--- src/rtl/sauria_pkg.sv ---
// Shared SAURIA parameters and types.
// - OC_W    : partial-sum element width
// - SRAMC_W : SRAM C data width
// - SRAMC_N : psums packed into one SRAM C word
// - ADRC_W  : SRAM C address width
// - psum_packer_state_t : psum packer FSM states (visible to benches for probing)
package sauria_pkg;

  localparam int OC_W    = 32;
  localparam int SRAMC_W = 128;
  localparam int SRAMC_N = SRAMC_W / OC_W;
  localparam int ADRC_W  = 12;

  typedef enum logic [1:0] {
    PP_IDLE  = 2'd0,
    PP_FILL  = 2'd1,
    PP_WRITE = 2'd2,
    PP_DONE  = 2'd3
  } psum_packer_state_t;

endpackage

--- src/rtl/sauria_psum_packer.sv ---
// Packs SRAMC_N consecutive OC_W partial sums into one SRAMC_W word and
// writes each word to SRAM C at an auto-incrementing address through a
// request/grant port shared with the DMA.
//
// Ports:
// - i_clk, i_rstn              : clock, asynchronous active-low reset
// - i_start, i_base_addr,
//   i_num_words                : transfer command, accepted only when idle
// - i_abort                    : synchronous abort, drops any partial word
// - i_psum_valid, i_psum,
//   o_psum_ready               : psum input handshake
// - o_sram_req, i_sram_gnt,
//   o_sram_addr, o_sram_wdata  : SRAM C write port (held until grant)
// - o_busy                     : transfer in progress
// - o_done                     : one-cycle completion pulse
module sauria_psum_packer
  import sauria_pkg::*;
(
  input  logic               i_clk,
  input  logic               i_rstn,
  input  logic               i_start,
  input  logic [ADRC_W-1:0]  i_base_addr,
  input  logic [ADRC_W-1:0]  i_num_words,
  input  logic               i_abort,
  input  logic               i_psum_valid,
  input  logic [OC_W-1:0]    i_psum,
  output logic               o_psum_ready,
  output logic               o_sram_req,
  input  logic               i_sram_gnt,
  output logic [ADRC_W-1:0]  o_sram_addr,
  output logic [SRAMC_W-1:0] o_sram_wdata,
  output logic               o_busy,
  output logic               o_done
);

  localparam int IDX_W = (SRAMC_N > 1) ? $clog2(SRAMC_N) : 1;

  psum_packer_state_t state_q, state_d;
  logic [ADRC_W-1:0]  addr_q;
  logic [ADRC_W-1:0]  rem_q;
  logic [IDX_W-1:0]   idx_q;

  logic start_ok;
  logic accept;
  logic last_elem;
  logic grant;

  // Abort masks every event of its cycle: no start, no psum, no grant.
  assign start_ok  = (state_q == PP_IDLE) && i_start && !i_abort;
  assign accept    = o_psum_ready && i_psum_valid;
  assign last_elem = (idx_q == IDX_W'(SRAMC_N - 1));
  assign grant     = (state_q == PP_WRITE) && i_sram_gnt && !i_abort;

  // NOTE: state_d gets a default before the case so every path assigns it
  // and no latch is inferred.
  always_comb begin
    state_d = state_q;
    if (i_abort) begin
      state_d = PP_IDLE;
    end else begin
      case (state_q)
        PP_IDLE:  if (i_start) state_d = (i_num_words == '0) ? PP_DONE : PP_FILL;
        PP_FILL:  if (accept && last_elem) state_d = PP_WRITE;
        PP_WRITE: if (grant) state_d = (rem_q == ADRC_W'(1)) ? PP_DONE : PP_FILL;
        PP_DONE:  state_d = PP_IDLE;
        default:  state_d = PP_IDLE;
      endcase
    end
  end

  // NOTE: sequential state uses non-blocking assignments so every register
  // samples pre-edge values regardless of block ordering.
  always_ff @(posedge i_clk or negedge i_rstn) begin
    if (!i_rstn) begin
      state_q <= PP_IDLE;
      addr_q  <= '0;
      rem_q   <= '0;
      idx_q   <= '0;
    end else begin
      state_q <= state_d;
      if (start_ok) begin
        addr_q <= i_base_addr;
        rem_q  <= i_num_words;
        idx_q  <= '0;
      end
      if (accept) begin
        idx_q <= last_elem ? '0 : idx_q + IDX_W'(1);
      end
      // Address wraps naturally at 2^ADRC_W.
      if (grant) begin
        addr_q <= addr_q + ADRC_W'(1);
        rem_q  <= rem_q - ADRC_W'(1);
      end
    end
  end

  // Pack register: one lane per element, lane k enabled when the index
  // points at it. Element 0 lands in the LSBs.
  for (genvar k = 0; k < SRAMC_N; k++) begin : g_lane
    logic [OC_W-1:0] lane_q;

    // NOTE: the pack lanes drive o_sram_wdata directly, so they are reset
    // to give a defined all-zero write bus out of reset.
    always_ff @(posedge i_clk or negedge i_rstn) begin
      if (!i_rstn) begin
        lane_q <= '0;
      end else if (accept && (idx_q == IDX_W'(k))) begin
        lane_q <= i_psum;
      end
    end

    assign o_sram_wdata[k*OC_W +: OC_W] = lane_q;
  end

  // Outputs decode registered state; only ready sees i_abort directly.
  assign o_psum_ready = (state_q == PP_FILL) && !i_abort;
  assign o_sram_req   = (state_q == PP_WRITE);
  assign o_sram_addr  = addr_q;
  assign o_busy       = (state_q != PP_IDLE);
  assign o_done       = (state_q == PP_DONE);

endmodule

--- config.mk ---
export PLATFORM = sky130hd
export DESIGN_NAME = sauria_psum_packer
export DESIGN_NICKNAME = d
export VERILOG_FILES = /design/src/rtl/sauria_pkg.sv /design/src/rtl/sauria_psum_packer.sv
export SDC_FILE = /design/constraint.sdc
export NUM_CORES = 1
export LEC_CHECK = 0
export ABC_AREA = 1
export BUFFER_PORTS_ARGS = -buffer_cell sky130_fd_sc_hd__buf_4
export CAP_MARGIN = 20
export CORE_MARGIN = 2
export CORE_UTILIZATION = 52
export DETAILED_ROUTE_END_ITERATION = 10
export PLACE_DENSITY = 0.85
export SLEW_MARGIN = 30
export SYNTH_ARGS = -nofsm -noshare
export SYNTH_HDL_FRONTEND = slang
export SYNTH_SLANG_ARGS = --single-unit
--- constraint.sdc ---
create_clock -name i_clk -period 1.8 [get_ports i_clk]
set_clock_uncertainty 0.1 [all_clocks]
set_input_delay 0.09 -clock i_clk [delete_from_list [all_inputs] [get_ports i_clk]]
set_output_delay 0.09 -clock i_clk [all_outputs]
set_load 0.01 [all_outputs]
==> flow_metrics.env, run 1 <==
export IMPL_outcome="finished, final reports clean"
export IMPL_clk_pin_slew_worst_paths_ns=0.06
export IMPL_wl_per_cell_um=17.0
export IMPL_drt_pass1_iter_count=5
export IMPL_numClockSinks=156
export IMPL_yosys_area_top_type="dfrtp_1"
export IMPL_synth_top_area_share_pct=56.2
export IMPL_drive_gt1_share_pct=24.4
export IMPL_synth_distinct_cells=26
export IMPL_setup_tns_ns=0
export IMPL_avgSynthCellArea_um2=8.24
export IMPL_met2_usage_pct=51.7
export IMPL_max_cap_viol_count=0
export IMPL_cp_end_kind="register"
export IMPL_first_global_vias=6653
export IMPL_rrSetupSlack_ns=0.08
export IMPL_layout_commonest_cell="nand2_1"
export IMPL_initial_utilization_pct=52.9
export IMPL_slew_headroom_pct=67.1
export IMPL_vias=7042
export IMPL_viasPerCell=5.41
export IMPL_io_pins=206
export IMPL_htree_num_levels=4
export IMPL_grt_overflow_total=0
export IMPL_synth_area_leaders="dfrtp_1 (56%), nand2_1 (20%), o21ai_0 (8.1%), nor2_1 (3.0%), inv_1 (1.6%)"
export IMPL_period_needed_ns=1.72
export IMPL_antenna_found_initial=0
export IMPL_async_flop_share_pct=100
export IMPL_dieArea_um2=14300
export IMPL_ant_nets=0
export IMPL_post_cts_setup_buffer_count=0
export IMPL_final_max_slew_viol_count=0
export IMPL_critPathLaunchType="register"
export IMPL_grt_use_met3_pct=5.37
export IMPL_path_max_fanout=8
export IMPL_design_area_um2=9950
export IMPL_cts_buffers=17
export IMPL_dieWidth_um=120
export IMPL_antennaDiodeCount=0
export IMPL_rows=42
export IMPL_crit_path_top_delay_cell="dfrtp_1"
export IMPL_layout_common_cells="nand2_1 (376), buf_4 (219), dfrtp_1 (156)"
export IMPL_netlist_area_um2=6950
export IMPL_tightest_slew_ns=0.494
export IMPL_place_ws_ns=-0.0149
export IMPL_grt_busiest_layer="met2"
export IMPL_clock_latency_ns=0.42
export IMPL_pwr_density_cell_nw_per_um2=1620
export IMPL_grt_pass1_wl_mm=34.3
export IMPL_fp_dieH_um=120
export IMPL_synth_main_ff_cell="dfrtp_1"
export IMPL_rsz0062_at_grt="no"
export IMPL_finalCritPeriodShare_pct=95.3
export IMPL_cts_tree="yes"
export IMPL_power_leakage_nw=5.34
export IMPL_post_dp_cell_area_um2=8720
export IMPL_grt_start_max_net_pins=80
export IMPL_synth_seq_area_share_pct=56.2
export IMPL_postLayoutSetupSlackWorst_ns=0.0839
export IMPL_grt_use_total_pct=30.8
export IMPL_crit_type="register to register"
export IMPL_whs_ns=0.0679
export IMPL_crit_chain="buf_4 > nor2_1 > nand2_1 > nand2_4 > clkinvlp_2 > o21ai_0"
export IMPL_hold_viol=0
export IMPL_ys_ff_latch=156
export IMPL_fmaxAchievable_mhz=583
export IMPL_ctsRootBufferMaster="clkbuf_16"
export IMPL_finalWeightedCongestion=0.897
export IMPL_nNetsFinal=1181
export IMPL_critPathArrivalTime_ns=1.93
export IMPL_syn2layout_area_growth_pct=43.2
export IMPL_synth_edff_count=0
export IMPL_dp_hpwl_mm=13.5
export IMPL_required_ns=2.02
export IMPL_syn_nets=913
export IMPL_ir_drop_mv=0.875
export IMPL_fin_util_pct=75.8
export IMPL_routed_wl_mm=22.1
export IMPL_synth_warnings=0
export IMPL_core_area_um2=13100
export IMPL_synth_cells=844
export IMPL_slowest_delay_ns=0.40
export IMPL_hold_path_class="input port to async pin"
export IMPL_finalSetupViolCount=0
export IMPL_cts_path_max_buffers=2
export IMPL_io_buffers=205
export IMPL_met1_usage_pct=39.0
export IMPL_drc=0
export IMPL_drt_iter0_drc=814
-- report_power, final --
group / switching (W) / internal (W)
registers: 0.00110 / 0.00502
clock network: 0.00141 / 0.00212
logic: 0.00359 / 0.00287
-- synthesized netlist by cell type, types with 5 or more instances --
library cell and number:
a21oi_1 6, buf_2 9, buf_4 11, buf_6 5, clkbuf_1 18, dfrtp_1 156
ha_1 7, inv_1 29, nand2_1 377, nand3_1 20, nor2_1 55, nor2_4 5
o211ai_1 7, o21ai_0 113, o21ai_1 5
-- worst max-delay path, delay by kind of cell (launching register included) --
family                 cells  cell delay (ns)
and+or+nand+nor            3             0.44
buffers and inverters      2             0.46
DFF                        1             0.40
AOI/OAI and AO/OA          1             0.22
-- sequential cells by signal, summed over array words and instances (netlist names) --
name	flops
state_q	2
o_sram_addr	12
g_lane.lane_q	128
rem_q	12
idx_q	2
-- worst paths after layout --
kind / from / endpoint / cells after the start
hold / removal: i_rstn / o_sram_addr[0] / 2
max in group asynchronous: i_rstn / state_q[1] / 3
min in group i_clk: i_start / state_q[1] / 7
hold reg to reg: g_lane[3].lane_q[7] / g_lane[3].lane_q[7] / 2
setup / recovery: state_q[1] / state_q[0] / 6
setup reg to reg: state_q[1] / state_q[0] / 6
-- through the flow --
step / std cells / power, W
floorplan: 844 / 0.00886
global placement: 1206 / 0.0120
detailed placement: 1206 / 0.0123
CTS: 1298 / 0.0159
global route: 1301 / 0.0171
finish: 1301 / 0.0161
-- layout make-up --
cell class,count,area [um2]
Sequential cell,156,3900
Fill cell,913,3190
Multi-Input combinational cell,613,2690
Timing Repair Buffer,289,2410
Clock buffer,23,468
Tap cell,176,220
Inverter,32,124
Clock inverter,9,109
Timing Repair inverter,3,20.0
-- per-layer routing --
layer / share of wire (%) / routed length, um
met5: 0 / 0
met3: 7.6 / 1680
met1: 39 / 8640
met2: 49 / 10800
met4: 4.1 / 895
-- timing repair --
action	in CTS	in global routing
hold endpoints to repair	312	0
gates resized for setup	2	12
setup endpoints to repair	7	21
cloned	0	3
hold buffers	60	0
-- kinds of logic after synthesis --
kind of cell               count (synthesis)  share of synthesized area (%)
adders and majority gates                  7                           1.26
xor gates and xnor gates                   4                          0.504
DFF                                      156                           56.2
buffers and inverters                     75                           5.35
and+or+nand+nor                          468                           26.7
AOI/OAI and AO/OA                        134                           9.99
(Power assumes the default switching activity.)
==> inputs of run 2 (changes only) <==
--- a/config.mk
+++ b/config.mk
@@ -6,7 +6,7 @@
 export NUM_CORES = 1
 export LEC_CHECK = 0
 export ABC_AREA = 1
-export BUFFER_PORTS_ARGS = -buffer_cell sky130_fd_sc_hd__buf_4
+export BUFFER_PORTS_ARGS = -buffer_cell sky130_fd_sc_hd__buf_2
 export CAP_MARGIN = 20
 export CORE_MARGIN = 2
 export CORE_UTILIZATION = 52
==> run 2 against run 1 <==
Net effect: combinational power down 14%; register-to-register slack improved by 0.02 ns; fmax increased by 1.4%; final area is 5.2% lower; sequential cell count is the same; final cell count about the same; via count shrank 1.3%; clock power increased by 3%; non-clock buffer count rose by 1; wire length shrank 4.7%; critical endpoint is now rem_q[9].
==> flow_metrics.env, run 2 (synthesis results as in run 1) <==
export IMPL_syn2layout_area_growth_pct=35.7
export IMPL_dieArea_um2=14300
export IMPL_clock_latency_ns=0.42
export IMPL_clk_pin_slew_worst_paths_ns=0.06
export IMPL_met2WireLength_mm=10.3
export IMPL_layout_commonest_cell="nand2_1"
export IMPL_slew_headroom_pct=60.2
export IMPL_outcome="finished, final reports clean"
export IMPL_nNetsFinal=1180
export IMPL_rsz0062_at_grt="yes"
export IMPL_dr_wl_met3_mm=1.42
export IMPL_n_fill_cell=984
export IMPL_report_power_total_w=0.0152
export IMPL_drt_met1_wl_mm=8.34
export IMPL_critPathArrivalTime_ns=1.88
export IMPL_fin_util_pct=71.8
export IMPL_antenna_found_initial=0
export IMPL_finalCritPeriodShare_pct=94.0
export IMPL_max_cap_viol_count=0
export IMPL_routed_wl_mm=21.0
export IMPL_grt_start_max_net_pins=68
export IMPL_cts_tree="yes"
export IMPL_fp_dieH_um=120
export IMPL_ir_drop_mv=0.932
export IMPL_drt_pass1_iter_count=5
export IMPL_postLayoutSetupSlackWorst_ns=0.107
export IMPL_power_leakage_nw=5.26
export IMPL_finalWeightedCongestion=0.907
export IMPL_ctsRootBufferMaster="clkbuf_16"
export IMPL_cp_end_kind="register"
export IMPL_drive_gt1_share_pct=24.6
export IMPL_crit_type="register to register"
export IMPL_rows=42
export IMPL_grt_use_total_pct=30.0
export IMPL_layout_common_cells="nand2_1 (377), buf_2 (204), dfrtp_1 (155)"
export IMPL_largest_reg_flops=128
export IMPL_dieWidth_um=120
export IMPL_regArea_um2=3910
export IMPL_place_ws_ns=0.0268
export IMPL_drt_iter0_drc=713
export IMPL_grt_overflow_total=0
export IMPL_antennaDiodeCount=0
export IMPL_period_needed_ns=1.69
export IMPL_top_register="g_lane.lane_q"
export IMPL_place_inst=1207
export IMPL_pwr_density_cell_nw_per_um2=1610
export IMPL_io_buffers=205
export IMPL_cts_buffers=17
export IMPL_ant_nets=0
export IMPL_top_layer="met4"
export IMPL_cts_path_max_buffers=2
export IMPL_wl_per_cell_um=16.2
export IMPL_final_max_slew_viol_count=0
export IMPL_grt_pass1_wl_mm=33.7
export IMPL_io_pins=206
export IMPL_drc=0
export IMPL_htree_num_levels=4
export IMPL_core_area_um2=13100
export IMPL_numClockSinks=156
export IMPL_fmaxAchievable_mhz=591
export IMPL_dp_hpwl_mm=13.4
export IMPL_multi_input_area_um2=2700
export IMPL_hold_path_class="input port to async pin"
export IMPL_path_max_fanout=7
export IMPL_first_global_vias=6732
export IMPL_finalSetupViolCount=0
export IMPL_initial_utilization_pct=52.9
export IMPL_vias=6947
export IMPL_rrSetupSlack_ns=0.11
export IMPL_critPathLaunchType="register"
export IMPL_required_ns=1.99
export IMPL_tightest_slew_ns=0.596
export IMPL_stdcell_count=1300
export IMPL_post_cts_setup_buffer_count=0
export IMPL_viasPerCell=5.34
export IMPL_hold_viol=0
==> run 2: power breakdown <==
part	internal, W	leakage, nW	switching [W]
Clock	0.00211	0.290	0.00151
Sequential	0.00502	2.04	0.00102
Combinational	0.00209	2.93	0.00347
==> run 2: layout make-up <==
type                            count  area share [%]
Multi-Input combinational cell    614            28.7
Sequential cell                   156            41.4
Inverter                           32            1.30
Clock buffer                       18            4.66
Clock inverter                     14            1.67
Timing Repair Buffer              290            20.0
Tap cell                          176            2.34
==> run 2: final timing paths <==
check,from,endpoint,cells after the start
hold / removal,i_rstn,o_sram_addr[0],2
setup / recovery,state_q[0],rem_q[9],6
setup reg to reg,state_q[0],rem_q[9],6
hold reg to reg,g_lane[3].lane_q[12],g_lane[3].lane_q[12],2
max in group asynchronous,i_rstn,g_lane[1].lane_q[0],3
min in group i_clk,i_start,state_q[1],7
==> run 2: layer usage <==
layer	track usage [%]	vias up
met2	50.5	358
met4	15.2	0
li1	-	3214
met3	5.66	86
met5	0	-
met1	37.1	3289
==> run 2: what timing repair did <==
item | in CTS | in global routing
resized for setup | 1 | 7
hold endpoints to repair | 312 | 0
hold buffers | 60 | 0
cloned | 0 | 1
endpoints found under the setup margin | 1 | 129
pin swaps | 0 | 1
==> run 2: per-stage QoR <==
| stage | TNS (ns) | area (um2) | hold WS (ns) |
|---|---|---|---|
| 2_1_floorplan | 0 | 6950 | -0.306 |
| 3_3_place_gp | 0 | 8200 | -0.0912 |
| 3_5_place_dp | 0 | 8200 | -0.0882 |
| 4_1_cts | 0 | 9400 | 0.0343 |
| 5_1_grt | -0.0679 | 9430 | 0.0419 |
| 6_report | 0 | 9430 | 0.0223 |
==> run 2: critical path, cell delays in order, from the launching register on <==
cell,delay (ns)
dfrtp_1,0.45
nor2_2,0.16
nand3_1,0.13
nor2_1,0.25
nand2_1,0.15
o21ai_0,0.21
nand3_1,0.11
==> inputs of run 3 (changes only) <==
--- a/config.mk
+++ b/config.mk
@@ -5,13 +5,12 @@
 export SDC_FILE = /design/constraint.sdc
 export NUM_CORES = 1
 export LEC_CHECK = 0
-export ABC_AREA = 1
 export BUFFER_PORTS_ARGS = -buffer_cell sky130_fd_sc_hd__buf_2
 export CAP_MARGIN = 20
 export CORE_MARGIN = 2
-export CORE_UTILIZATION = 52
+export CORE_UTILIZATION = 50
 export DETAILED_ROUTE_END_ITERATION = 10
-export PLACE_DENSITY = 0.85
+export PLACE_DENSITY = 0.83
 export SLEW_MARGIN = 30
 export SYNTH_ARGS = -nofsm -noshare
 export SYNTH_HDL_FRONTEND = slang
==> run 3 against run 2 <==
Net effect: the run now ends with setup timing left; clock power rose by 7.2%; non-clock buffer count rose by 36; fmax fell by 6.4%; worst setup slack got worse by 0.12 ns; via count fell by 23%; register-to-register slack got worse by 0.12 ns; synthesized area rose by 0.77%; combinational power fell by 6.5%; critical path type unchanged; sequential cell count did not move.
==> flow_metrics.env, run 3 <==
export IMPL_power_leakage_nw=5.45
export IMPL_max_cap_viol_count=0
export IMPL_slew_headroom_pct=68.4
export IMPL_cts_buffers=17
export IMPL_largest_reg_flops=128
export IMPL_ys_ff_latch=156
export IMPL_fin_util_pct=73.3
export IMPL_rsz0062_at_grt="yes"
export IMPL_tightest_slew_ns=0.470
export IMPL_path_max_fanout=8
export IMPL_violations="setup timing"
export IMPL_io_buffers=205
export IMPL_routed_wl_mm=19.2
export IMPL_ctsRootBufferMaster="clkbuf_16"
export IMPL_dp_hpwl_mm=11.6
export IMPL_netlist_area_um2=7010
export IMPL_async_flop_share_pct=100
export IMPL_drt_iter0_drc=306
export IMPL_cts_tree="yes"
export IMPL_grt_start_max_net_pins=50
export IMPL_syn2layout_area_growth_pct=44.2
export IMPL_design_area_um2=10100
export IMPL_yosys_area_top_type="dfrtp_1"
export IMPL_synth_top_area_share_pct=55.7
export IMPL_hold_viol=0
export IMPL_crit_type="register to register"
export IMPL_syn_nets=530
export IMPL_place_ws_ns=-0.0890
export IMPL_drc=0
export IMPL_dieWidth_um=122
export IMPL_critPathLaunchType="register"
export IMPL_synth_common_cells="dfrtp_1 (156), mux2_4 (120), nand2_1 (26)"
export IMPL_postLayoutSetupSlackWorst_ns=-0.00792
export IMPL_rows=43
export IMPL_critPathArrivalTime_ns=2.01
export IMPL_ir_drop_mv=0.778
export IMPL_antenna_found_initial=0
export IMPL_rrSetupSlack_ns=-0.008
export IMPL_clock_latency_ns=0.42
export IMPL_crit_chain="buf_6 > or4b_4 > buf_8 > nand2_2 > a21oi_1 > a221o_1"
export IMPL_synth_cells=461
export IMPL_grt_use_total_pct=24.7
export IMPL_core_area_um2=13800
export IMPL_cts_path_max_buffers=2
export IMPL_period_needed_ns=1.81
export IMPL_cp_end_kind="register"
export IMPL_fmaxAchievable_mhz=553
export IMPL_layout_common_cells="buf_2 (205), dfrtp_1 (155), mux2_4 (120)"
export IMPL_final_max_slew_viol_count=0
export IMPL_synth_edff_count=0
export IMPL_setup_tns_ns=-0.0168
export IMPL_top_register="g_lane.lane_q"
export IMPL_wl_per_cell_um=19.6
export IMPL_synth_distinct_cells=47
export IMPL_layout_commonest_cell="buf_2"
export IMPL_viasPerCell=5.45
export IMPL_slowest_delay_ns=0.50
export IMPL_io_pins=206
export IMPL_antennaDiodeCount=0
export IMPL_htree_num_levels=4
export IMPL_whs_ns=0.0455
export IMPL_synth_seq_area_share_pct=55.7
export IMPL_synth_main_ff_cell="dfrtp_1"
export IMPL_nNetsFinal=854
export IMPL_synth_warnings=0
export IMPL_outcome="finished with violations"
export IMPL_avgSynthCellArea_um2=15.2
export IMPL_drt_pass1_iter_count=5
export IMPL_dieArea_um2=15000
export IMPL_pwr_density_cell_nw_per_um2=1480
export IMPL_initial_utilization_pct=50.9
export IMPL_drive_gt1_share_pct=57.4
export IMPL_yosysMostFrequentCell="dfrtp_1"
export IMPL_post_dp_cell_area_um2=8500
export IMPL_ant_nets=0
export IMPL_hold_path_class="input port to async pin"
export IMPL_required_ns=2.00
export IMPL_fp_dieH_um=122
export IMPL_vias=5328
export IMPL_finalCritPeriodShare_pct=100
export IMPL_clk_pin_slew_worst_paths_ns=0.07
export IMPL_first_global_vias=5429
export IMPL_finalWeightedCongestion=0.868
export IMPL_crit_path_top_delay_cell="or4b_4"
export IMPL_numClockSinks=156
export IMPL_grt_pass1_wl_mm=28.5
export IMPL_finalSetupViolCount=4
export IMPL_grt_overflow_total=0
export IMPL_synth_area_leaders="dfrtp_1 (56%), mux2_4 (26%), buf_6 (2.3%), nand2_1 (1.4%), mux2_2 (1.3%)"
[run 3: cell count changes after synthesis, sizes merged, moves of 6 or more]
| cell | delta |
|---|---|
| nor2 | -40 |
| nor3 | +7 |
| inv | -26 |
| nor4 | +6 |
| clkbuf | -17 |
| nand3 | -14 |
| nand2 | -349 |
| o21ai | -115 |
| mux2 | +128 |
[run 3: cell families (layout without fill, tap and decap cells)]
logic type	after synthesis	after routing	synth area share (%)
adders and majority gates	7	7	1.25
DFF	156	156	55.7
and+or+nand+nor	94	94	7.73
AOI/OAI and AO/OA	48	48	5.09
buffers and inverters	27	364	3.05
muxes	129	129	27.1
[run 3: metrics by stage]
step,instances,total power [W]
floorplan,461,0.00860
global placement,865,0.0105
detailed placement,865,0.0107
CTS,963,0.0148
global route,978,0.0157
finish,978,0.0150
[run 3: area by class of cell]
class / instances / area, um2
sequential: 156 / 3910
inverter: 6 / 22.5
fill: 870 / 3670
multi-input combinational: 278 / 3000
clock buffer: 17 / 425
timing repair buffer: 326 / 2310
tap: 180 / 225
clock inverter: 15 / 208
[run 3: routing by layer]
metal	track usage, %	vias to the layer above	wire length [um]
met1	30.2	2721	7720
met5	0	-	0
met4	9.91	0	414
li1	-	2339	-
met2	42.1	227	10000
met3	5.81	41	1000
[run 3: path summary, 6_finish.rpt]
kind,start,end,cells after the start
max in group asynchronous,i_rstn,g_lane[0].lane_q[6],3
worst min register to register,g_lane[0].lane_q[5],g_lane[0].lane_q[5],1
worst max-delay path,state_q[0],rem_q[8],6
worst min-delay path,i_rstn,g_lane[2].lane_q[28],2
min in group i_clk,i_start,o_sram_addr[1],5
worst max register to register,state_q[0],rem_q[8],6
[run 3: worst max-delay path: cells and delay by family (launching register included)]
kind / cells / cell delay (ns)
buf+inv: 2 / 0.32
simple gates: 2 / 0.56
flops: 1 / 0.41
compound gates: 2 / 0.31
[run 3: power breakdown]
| part | switching [W] | internal [W] |
|---|---|---|
| logic | 0.00224 | 0.00297 |
| clock network | 0.00154 | 0.00235 |
| registers | 0.000970 | 0.00490 |
[run 3: what timing repair did]
item,4_1_cts,5_1_grt
hold endpoints to repair,310,0
buffers inserted,5,12
resized for setup,5,30
setup endpoints to repair,126,148
gates cloned,1,3
pin swaps,1,12
hold buffers,60,0
